## src/rtl/ibus_fetch_queue_if.sv

```systemverilog
`default_nettype none
// ============================================================================
// ibus_fetch_queue_if : instruction bus request/response bundle
// Rev 1.0
// ============================================================================
interface ibus_fetch_queue_if;
   logic        ibus_req;
   logic [31:0] ibus_addr;
   logic        ibus_ack;
   logic [31:0] ibus_rdata;
   logic        ibus_err;

   modport master (
      output ibus_req, ibus_addr,
      input  ibus_ack, ibus_rdata, ibus_err
   );

   modport slave (
      input  ibus_req, ibus_addr,
      output ibus_ack, ibus_rdata, ibus_err
   );
endinterface
`default_nettype wire

```

## src/rtl/ibus_fetch_queue.sv

```systemverilog
`default_nettype none
// ============================================================================
// ibus_fetch_queue : halfword prefetch queue between ibus and the IF stage
// Optional ack-cycle fall-through enabled by macro IBUS_FETCH_BYPASS_EN
// Rev 1.0
// ============================================================================
module ibus_fetch_queue #(
   parameter logic [31:0] RESET_PC = 32'h0000_0000,
   parameter int          QUEUE_HW = 6
) (
   input  logic               clk,
   input  logic               rst,
   ibus_fetch_queue_if.master ibus,
   output logic [1:0]         ibusif_vld_size,
   output logic [31:0]        ibusif_data,
   output logic               ibusif_bus_err,
   input  logic               ibusif_pop,
   input  logic [1:0]         ibusif_pop_size,
   input  logic               jmp,
   input  logic [31:0]        jmp_addr
);

   localparam int PW = $clog2(QUEUE_HW);
   localparam int CW = $clog2(QUEUE_HW + 1);

`ifdef IBUS_FETCH_BYPASS_EN
   localparam bit BYPASS = 1'b1;
`else
   localparam bit BYPASS = 1'b0;
`endif

   function automatic logic [PW-1:0] ptr_add(input logic [PW-1:0] p, input logic [1:0] k);
      logic [PW:0] s;
      s = {1'b0, p} + {{(PW-1){1'b0}}, k};
      if (s >= (PW+1)'(QUEUE_HW))
         s = s - (PW+1)'(QUEUE_HW);
      return s[PW-1:0];
   endfunction

   logic [15:0]   q_hw  [QUEUE_HW];
   logic          q_err [QUEUE_HW];
   logic [PW-1:0] rd_ptr, wr_ptr;
   logic [CW-1:0] count;
   logic          req;
   logic [31:0]   addr;
   logic          skip;
   logic          stop;
   logic          drop;
   logic [31:2]   redir;

   logic [PW-1:0] rd1, wr1;
   logic          accept, bypass_case;
   logic [1:0]    in_n;
   logic [15:0]   in_hw0, in_hw1;
   logic [1:0]    view_n;
   logic [15:0]   view_hw0, view_hw1;
   logic          view_err0, view_err1;
   logic [1:0]    pop_n, shift, qpop, wr_n;
   logic [15:0]   wr_hw0;
   logic [CW-1:0] count_next;
   logic          room;
   logic          pop_bad;
   logic          unused_bits;

   assign ibus.ibus_req  = req;
   assign ibus.ibus_addr = addr;
   assign unused_bits    = ibusif_pop_size[1] ^ jmp_addr[0];

   assign rd1 = ptr_add(rd_ptr, 2'd1);
   assign wr1 = ptr_add(wr_ptr, 2'd1);

   always_comb begin
      accept      = req && ibus.ibus_ack && !drop && !jmp;
      in_n        = skip ? 2'd1 : 2'd2;
      in_hw0      = skip ? ibus.ibus_rdata[31:16] : ibus.ibus_rdata[15:0];
      in_hw1      = ibus.ibus_rdata[31:16];
      bypass_case = BYPASS && accept && (count == '0);

      // The IF-facing view is either the queue head or, on fall-through, the live response
      if (bypass_case) begin
         view_n    = in_n;
         view_hw0  = in_hw0;
         view_hw1  = in_hw1;
         view_err0 = ibus.ibus_err;
         view_err1 = ibus.ibus_err;
      end else begin
         view_n    = (count >= CW'(2)) ? 2'd2 : count[1:0];
         view_hw0  = q_hw[rd_ptr];
         view_hw1  = q_hw[rd1];
         view_err0 = q_err[rd_ptr];
         view_err1 = q_err[rd1];
      end

      if (view_n == 2'd0)
         ibusif_vld_size = 2'd0;
      else if (view_err0 || view_n == 2'd2)
         ibusif_vld_size = 2'd2;
      else
         ibusif_vld_size = 2'd1;
      ibusif_data    = {view_hw1, view_hw0};
      ibusif_bus_err = (view_n != 2'd0) && view_err0;

      pop_n = 2'd0;
      if (ibusif_pop && !jmp && view_n != 2'd0) begin
         if (view_err0)
            pop_n = (view_n == 2'd2 && view_err1) ? 2'd2 : 2'd1;
         else if (ibusif_pop_size[0])
            pop_n = 2'd1;
         else if (view_n == 2'd2)
            pop_n = 2'd2;
      end
      pop_bad = ibusif_pop && !jmp && (pop_n == 2'd0);

      // On fall-through the pop consumes the response first; only the rest is stored
      shift      = bypass_case ? pop_n : 2'd0;
      qpop       = bypass_case ? 2'd0 : pop_n;
      wr_n       = accept ? (in_n - shift) : 2'd0;
      wr_hw0     = (shift != 2'd0) ? in_hw1 : in_hw0;
      count_next = count + CW'(wr_n) - CW'(qpop);
      room       = (count_next <= CW'(QUEUE_HW - 2));
   end

   always_ff @(posedge clk) begin
      if (rst) begin
         req    <= 1'b0;
         addr   <= {RESET_PC[31:2], 2'b00};
         skip   <= RESET_PC[1];
         stop   <= 1'b0;
         drop   <= 1'b0;
         redir  <= '0;
         rd_ptr <= '0;
         wr_ptr <= '0;
         count  <= '0;
      end else if (jmp) begin
         rd_ptr <= '0;
         wr_ptr <= '0;
         count  <= '0;
         skip   <= jmp_addr[1];
         stop   <= 1'b0;
         // A transfer already on the bus is allowed to complete and its data discarded
         if (req && !ibus.ibus_ack) begin
            drop  <= 1'b1;
            redir <= jmp_addr[31:2];
         end else begin
            drop <= 1'b0;
            req  <= 1'b1;
            addr <= {jmp_addr[31:2], 2'b00};
         end
      end else begin
         rd_ptr <= ptr_add(rd_ptr, qpop);
         wr_ptr <= ptr_add(wr_ptr, wr_n);
         count  <= count_next;
         if (req && ibus.ibus_ack) begin
            if (drop) begin
               drop <= 1'b0;
               req  <= 1'b1;
               addr <= {redir, 2'b00};
            end else begin
               addr <= addr + 32'd4;
               skip <= 1'b0;
               if (ibus.ibus_err) begin
                  stop <= 1'b1;
                  req  <= 1'b0;
               end else begin
                  req <= room;
               end
            end
         end else if (!req) begin
            req <= !stop && room;
         end
      end
   end

   always_ff @(posedge clk) begin
      if (wr_n != 2'd0) begin
         q_hw[wr_ptr]  <= wr_hw0;
         q_err[wr_ptr] <= ibus.ibus_err;
      end
      if (wr_n == 2'd2) begin
         q_hw[wr1]  <= in_hw1;
         q_err[wr1] <= ibus.ibus_err;
      end
   end

`ifndef SYNTHESIS
   always_ff @(posedge clk) begin
      if (!rst)
         assert (!pop_bad);
   end
`endif

endmodule
`default_nettype wire

```

## src/flat_wrapper.sv

```systemverilog
// flat-port wrapper written by rule: the top's interface ports become plain ports
module ibus_fetch_queue_flat 
#(
   parameter logic [31:0] RESET_PC = 32'h0000_0000,
   parameter int          QUEUE_HW = 6
)
  (clk, rst, ibusif_vld_size, ibusif_data, ibusif_bus_err, ibusif_pop, ibusif_pop_size, jmp, jmp_addr, ibus_ibus_req, ibus_ibus_addr, ibus_ibus_ack, ibus_ibus_rdata, ibus_ibus_err);
  ibus_fetch_queue_if ibus_i ();
  input  logic clk;
  input  logic rst;
  output logic [1:0] ibusif_vld_size;
  output logic [31:0] ibusif_data;
  output logic ibusif_bus_err;
  input  logic ibusif_pop;
  input  logic [1:0] ibusif_pop_size;
  input  logic jmp;
  input  logic [31:0] jmp_addr;
  output wire logic [$bits(ibus_i.ibus_req)-1:0] ibus_ibus_req;
  output wire logic [$bits(ibus_i.ibus_addr)-1:0] ibus_ibus_addr;
  input wire logic [$bits(ibus_i.ibus_ack)-1:0] ibus_ibus_ack;
  input wire logic [$bits(ibus_i.ibus_rdata)-1:0] ibus_ibus_rdata;
  input wire logic [$bits(ibus_i.ibus_err)-1:0] ibus_ibus_err;
  assign ibus_ibus_req = ibus_i.ibus_req;
  assign ibus_ibus_addr = ibus_i.ibus_addr;
  assign ibus_i.ibus_ack = ibus_ibus_ack;
  assign ibus_i.ibus_rdata = ibus_ibus_rdata;
  assign ibus_i.ibus_err = ibus_ibus_err;
  ibus_fetch_queue #(.RESET_PC(RESET_PC), .QUEUE_HW(QUEUE_HW)) u_core (.clk(clk), .rst(rst), .ibus(ibus_i), .ibusif_vld_size(ibusif_vld_size), .ibusif_data(ibusif_data), .ibusif_bus_err(ibusif_bus_err), .ibusif_pop(ibusif_pop), .ibusif_pop_size(ibusif_pop_size), .jmp(jmp), .jmp_addr(jmp_addr));
endmodule
```

## config.mk

```make
export PLATFORM = sky130hd
export DESIGN_NAME = ibus_fetch_queue_flat
export DESIGN_NICKNAME = d
export VERILOG_FILES = /design/src/rtl/ibus_fetch_queue_if.sv /design/src/rtl/ibus_fetch_queue.sv /design/src/flat_wrapper.sv
export SDC_FILE = /design/constraint.sdc
export NUM_CORES = 1
export LEC_CHECK = 0
export BUFFER_PORTS_ARGS = -buffer_cell sky130_fd_sc_hd__buf_2
export CORE_UTILIZATION = 58
export DETAILED_ROUTE_END_ITERATION = 12
export HOLD_SLACK_MARGIN = 0.02
export PLACE_DENSITY = 0.8
export RECOVER_POWER = 25
export SLEW_MARGIN = 10
export SYNTH_ARGS = -nofsm -noshare
export SYNTH_HDL_FRONTEND = slang
export SYNTH_SLANG_ARGS = --single-unit
```

## constraint.sdc

```tcl
create_clock -name clk -period 6.3 [get_ports clk]
set_input_delay 0.315 -clock clk [delete_from_list [all_inputs] [get_ports clk]]
set_output_delay 0.315 -clock clk [all_outputs]
set_load 0.05 [all_outputs]
```

# Word-level counts from Yosys, hierarchy flattened
# Memory sizes are Yosys's and may differ from the RTL's. A register that Yosys moved wholly into a read port is not among the register bits.
# Index checks and enable logic that the tools add are counted.
# totals
regBits	75
ramBits	102
in_bits	72
mem_count	2
# classes
n_addsub	11
magnitude_cmp	6
n_eq_ne	4
mux	37
bitwise	1
reduce_logical	23
# mem_list
memory	depth	width	rd	rd_clocked_by_memory_dff	wr	line_no	source
u_core.q_hw	6	16	2	1	2	ibus_fetch_queue.sv:40	logic [15:0] q_hw [QUEUE_HW];
u_core.q_err	6	1	2	1	2	ibus_fetch_queue.sv:41	logic q_err [QUEUE_HW];
# ops
operator	n
$mux W32	4
$add A32 B3 Y32 const B	1
$mux W2	10
$mux W3	6
$ge A4 B3 Y1 const B	4
$mux W1	16
$mux W16	1
$sub A3 B3 Y3 const B	4
$logic_and A1 B1 Y1	9
$add A3 B1 Y4 const B	2
$add A3 B2 Y4	2
$reduce_and A2 Y1	3
$reduce_bool A2 Y1	3
$eq A2 B2 Y1 const B	2
$logic_not A1 Y1	4
$ne A2 B2 Y1 const B	2
$add A3 B2 Y3	1
$ge A3 B2 Y1 const B	1
$le A3 B3 Y1 const B	1
$reduce_and A3 Y1	1
$sub A3 B2 Y3	1
$logic_not A2 Y1	1
$reduce_or A2 Y1	1
$logic_or A1 B1 Y1	1
$not A1 Y1	1

# Longest topological paths before layout
# An unclocked memory read counts as a cell.
# logic_depth
depth_word	14
ltp_mapped	17
mapped_depth_nobuf	15

# Worst setup path after synthesis
# OpenSTA, ideal clock, no wires.
# synth_timing
kind	register to register
startpoint	register u_core.rd_ptr[1]
endpoint	register u_core.req, in the netlist u_core.ibus.ibus_req
setup_time_ps	95
arrival_ps	4524
setup_slack_ps	1681
stages_incl_launch_ff	17
path_buffers	2
synth_period_minus_slack_ps	4619
cell_sequence	dfxtp_1 -> buf_6 -> buf_1 -> inv_1 -> ha_1 -> or3b_1 -> a31oi_4 -> mux2i_1 -> and2_1 -> o21ai_0 -> fa_1 -> inv_1 -> fa_1 -> xor2_1 -> xnor2_1 -> o32ai_1 -> a221oi_1
# synth_between
elab_chain_cells	14
# synth_rtl
item	line_no	source
start: declaration	ibus_fetch_queue.sv:42	logic [PW-1:0] rd_ptr, wr_ptr;
start signal: assignment	ibus_fetch_queue.sv:150	rd_ptr <= ptr_add(rd_ptr, qpop);
$add A3 B1 Y4 *	ibus_fetch_queue.sv:34	s = {1'b0, p} + {{(PW-1){1'b0}}, k};
$ge A4 B3 Y1 / $sub A3 B3 Y3 (equally long branches)	ibus_fetch_queue.sv:35, ibus_fetch_queue.sv:36	
$mux W3 *	ibus_fetch_queue.sv:35	if (s >= (PW+1)'(QUEUE_HW))
$mem_v2 Z6 W1 *	n/a	
$logic_and A1 B1 Y1 *	ibus_fetch_queue.sv:106	pop_n = (view_n == 2'd2 && view_err1) ? 2'd2 : 2'd1;
$mux W2 *	ibus_fetch_queue.sv:106	
$mux W2 *	ibus_fetch_queue.sv:105	if (view_err0)
$mux W2 *	ibus_fetch_queue.sv:104	if (ibusif_pop && !jmp && view_n != 2'd0) begin
$sub A3 B2 Y3 *	ibus_fetch_queue.sv:119	count_next = count + CW'(wr_n) - CW'(qpop);
$le A3 B3 Y1 *	ibus_fetch_queue.sv:120	room = (count_next <= CW'(QUEUE_HW - 2));
$mux W1 / $logic_and A1 B1 Y1 (equally long branches)	ibus_fetch_queue.sv:161, ibus_fetch_queue.sv:169	
$mux W1, on equally long branches	ibus_fetch_queue.sv:154, ibus_fetch_queue.sv:168	
$mux W1 *	ibus_fetch_queue.sv:153	if (req && ibus.ibus_ack) begin
$mux W1 *	ibus_fetch_queue.sv:134	end else if (jmp) begin
end signal: assignment	ibus_fetch_queue.sv:165	req <= room;
end signal: assignment	ibus_fetch_queue.sv:169	req <= !stop && room;
end: declaration	ibus_fetch_queue.sv:44	logic req;
# Every way passes the cells marked *; elsewhere a longest branch is shown, timed or not.
# A chain may end at the register's enable or synchronous reset.

# Worst setup path in the final report
# layout_timing
startpoint	input jmp
endpoint	register u_core.addr[31], in the netlist u_core.ibus.ibus_addr[31]
# layout_between
elab_chain_cells	2
# layout_rtl
item	line_no	source
start: declaration	flat_wrapper.sv:16	input logic jmp;
$ne A2 B2 Y1 (no line) / $reduce_bool A2 Y1 (equally long branches)	n/a	
$reduce_and A2 Y1 (no line)	n/a	
end signal: assignment	ibus_fetch_queue.sv:126	addr <= {RESET_PC[31:2], 2'b00};
end signal: assignment	ibus_fetch_queue.sv:147	addr <= {jmp_addr[31:2], 2'b00};
end signal: assignment	ibus_fetch_queue.sv:157	addr <= {redir, 2'b00};
end: declaration	ibus_fetch_queue.sv:45	logic [31:0] addr;
# Several ways; a longest one is shown, not always the timed one.

==> metrics <==
worst min-delay path category in -> reg; # rows 47; first-pass GRT wire length 40.6 mm; Cell Int Power 1990 µW; initial antenna violation count 1; #FFs+latches synth 175; Worst setup SP type input pin; Arr. time, crit path 5.61 ns; post-synth top area cell edfxtp_1; Synth area leaders edfxtp_1 30%, dfxtp_1 14%, mux2_2 11%, mux4_2 6.0%, nand2_1 5.0%; GRT Util Overall 29.1%; Synth async-reset ratio 0%; register area share after synthesis between 40% and 50%; grt ovf 0; Reg power frac 46.2%; area grow syn2layout 13.4%; min Tclk post-route 5.25 ns; Sw Pwr 790 µW; top cell type's share of synthesized area 30.2%; combinational group share of total power 14.5%; status finished with violations; Power Total ~2800 µW; hold_buf cts 0; post-synth cell types 64; peak supply drop 0.198 mV; die area 18000 µm²; Initial DRC Count roughly 530; adder-cell share of the synthesized area approximately 1.9%; wire length per cell 19.7 µm; Root Buffer clkbuf_16; Total Nets Final 1154; Worst-Skew Late Latency around 0.44 ns; Syn Inst Count 970; RD Place Congestion 0.788; Routed Wire Length 25.6 mm; TNS Setup 0 ns; compound-gate portion of the synthesized area 12.7%; Antenna Nets Post-Route 0; top_reg_cell synth edfxtp_1; router iterations before antenna repair 5; sw frac 28.4%; Vias 8169; core box area 16800 µm²; Crit Path Category in -> reg; layout cells sized above 1 between 20% and 30%; clk sinks 175; CTS Buf Count 17; Layout Skew 0.00958 ns; RSZ-0062 raised after global routing false; vias in the first global route 7903; clock share of power 39.3%; io pins 140; Worst Max-Slew Pin Slew 2.52 ns; antenna cell count 0; H-Tree Depth 4; violated checks max-capacitance violations, max-slew violations; worst hold margin 0.117 ns; Resized Gates After CTS 0; CP endpoint kind register; final setup fails 0; pre-CTS WS 1.43 ns; Die Span Y approximately 130 µm; main combinational cell family by area after synthesis multiplexers; port buffer count roughly 140; PD cells 242 nW/µm²; final worst-path setup slack 1.05 ns; Bufs on Longest Clock Path 2; area share of and/or/nand/nor cells after synthesis 13.4%; CTS tree yes; critical path peak fanout 58; CP required 6.66 ns; remaining routing DRC violations 0; Post-Synth XOR/XNOR Area 1.38%; max-cap violations 4; leakage power just under 0.004 µW; multiplexer share of the synthesized area 22.5%; Initial Util 60.3%; Hold Fails Final Rpt 0; Synth Cell Area approximately 10000 µm²; Util after Layout roughly 70%; Post-CTS Setup Bufs 0; yosys warns 0; Final period util between 80 and 90%; Worst slew margin -67.8%; clk slew on worst S/H paths 0.07 ns; number of synthesized flops with an enable pin 102; Die W 134 µm; fmax 191 MHz; Vias/cell 6.27; Final Max Tran Viols 181; largest net degree at the start of global routing 67; post-DP HPWL about 16 mm; Mean Syn Cell Area between 10 and 15 µm²
## cell usage in the layout, fill, tap and decap left out, types with 4 or more instances in the layout
cell type	n
a21oi_1	86
o311ai_0	5
nor2_1	58
nand2_1	136
xnor2_1	12
o211ai_1	11
dfxtp_1	71
and3_1	7
mux2i_1	43
clkbuf_1	35
nor4_1	8
buf_4	10
mux4_1	6
inv_1	13
a211oi_1	8
a31oi_1	7
edfxtp_1	102
nor3_1	15
nor2b_1	7
mux4_2	27
mux2_2	96
nand2b_1	5
and2_1	6
a21oi_2	4
clkbuf_16	17
buf_2	103
ha_1	9
xor2_1	4
nand4_1	7
fa_1	4
a221oi_1	4
inv_6	6
nor3b_1	4
nand3_1	16
o21ai_0	68
## state kept, by name, indices dropped and copies added, names as in the netlist
| register | cells |
|---|---|
| u_core.drop | 1 |
| u_core.rd_ptr | 3 |
| u_core.ibus.ibus_req | 1 |
| u_core.stop | 1 |
| u_core.count | 3 |
| u_core.q_hw | 96 |
| u_core.skip | 1 |
| u_core.q_err | 6 |
| u_core.ibus.ibus_addr | 30 |
| u_core.wr_ptr | 3 |
| u_core.redir | 30 |
## stage by stage
step / instance area, µm² / instances
2_1_floorplan: 10100 / 971
3_3_place_gp: 10900 / 1270
3_5_place_dp: 10900 / 1270
4_1_cts: 11500 / 1302
5_1_grt: 11500 / 1302
6_report: 11500 / 1302
## cell usage after synthesis (all sizes together), types with 7 or more instances
cell type,count
a21oi,90
mux4,33
a31oi,9
edfxtp,102
a211oi,9
nor4,8
dfxtp,73
inv,13
and3,7
nor2b,7
mux2,96
o211ai,11
nor2,60
ha,9
nand4,8
xnor2,12
clkbuf,43
o21ai,69
nand2,136
buf,26
nor3,17
nand3,18
mux2i,43
## routing by layer
layer | vias up | routed length (µm) | share of wire, % | GRT usage (%)
met2 | 354 | 13100 | 51 | 50.5
met5 | - | 8 | 0.031 | 0
met4 | 2 | 463 | 1.8 | 11.9
met3 | 46 | 1940 | 7.6 | 6.01
met1 | 3963 | 10200 | 40 | 35.4
li1 | 3804 | - | - | -
## path summary, 6_finish.rpt
check	from	to	slack, ns	cells after the start
hold / removal	jmp_addr[13]	u_core.redir[13]$_SDFFE_PP0P_	0.12	3
hold reg to reg	u_core.redir[27]$_SDFFE_PP0P_	u_core.redir[27]$_SDFFE_PP0P_	0.45	2
setup / recovery	jmp	u_core.ibus.ibus_addr[31]$_SDFFE_PP0P_	1.05	8
setup reg to reg	u_core.drop$_SDFFE_PP0P_	u_core.ibus.ibus_req$_SDFFE_PP0N_	1.25	11
## critical path, stage by stage
cell	delay (ns)
buf_2	0.07
clkbuf_1	1.78
inv_1	0.96
o21ai_0	0.43
clkbuf_1	1.32
nand2_1	0.08
or4_1	0.44
a31oi_1	0.18
## layout make-up
type,count,area (µm²)
Fill cell,1298,5330
Multi-Input combinational cell,714,5310
Sequential cell,175,4530
Timing Repair Buffer,148,722
Clock buffer,17,425
Tap cell,220,275
Clock inverter,15,178
Inverter,13,48.8
## kinds of logic after synthesis
group | Yosys count
AOI/OAI and AO/OA | 218
xor gates and xnor gates | 16
adders and majority gates | 13
buffers and inverters | 82
DFF | 175
muxes | 172
other | 1
and+or+nand+nor | 293
## power groups by stage
stage | registers (µW) | clock network, µW | logic [µW]
6_report | 1280 | 1090 | 402
5_1_grt | 1290 | 1140 | 432
4_1_cts | 1280 | 1100 | 405
3_5_place_dp | 1310 | 0 | 400
3_3_place_gp | 1300 | 0 | 391
2_1_floorplan | 1350 | 0 | 240
(Power assumes the default switching activity.)
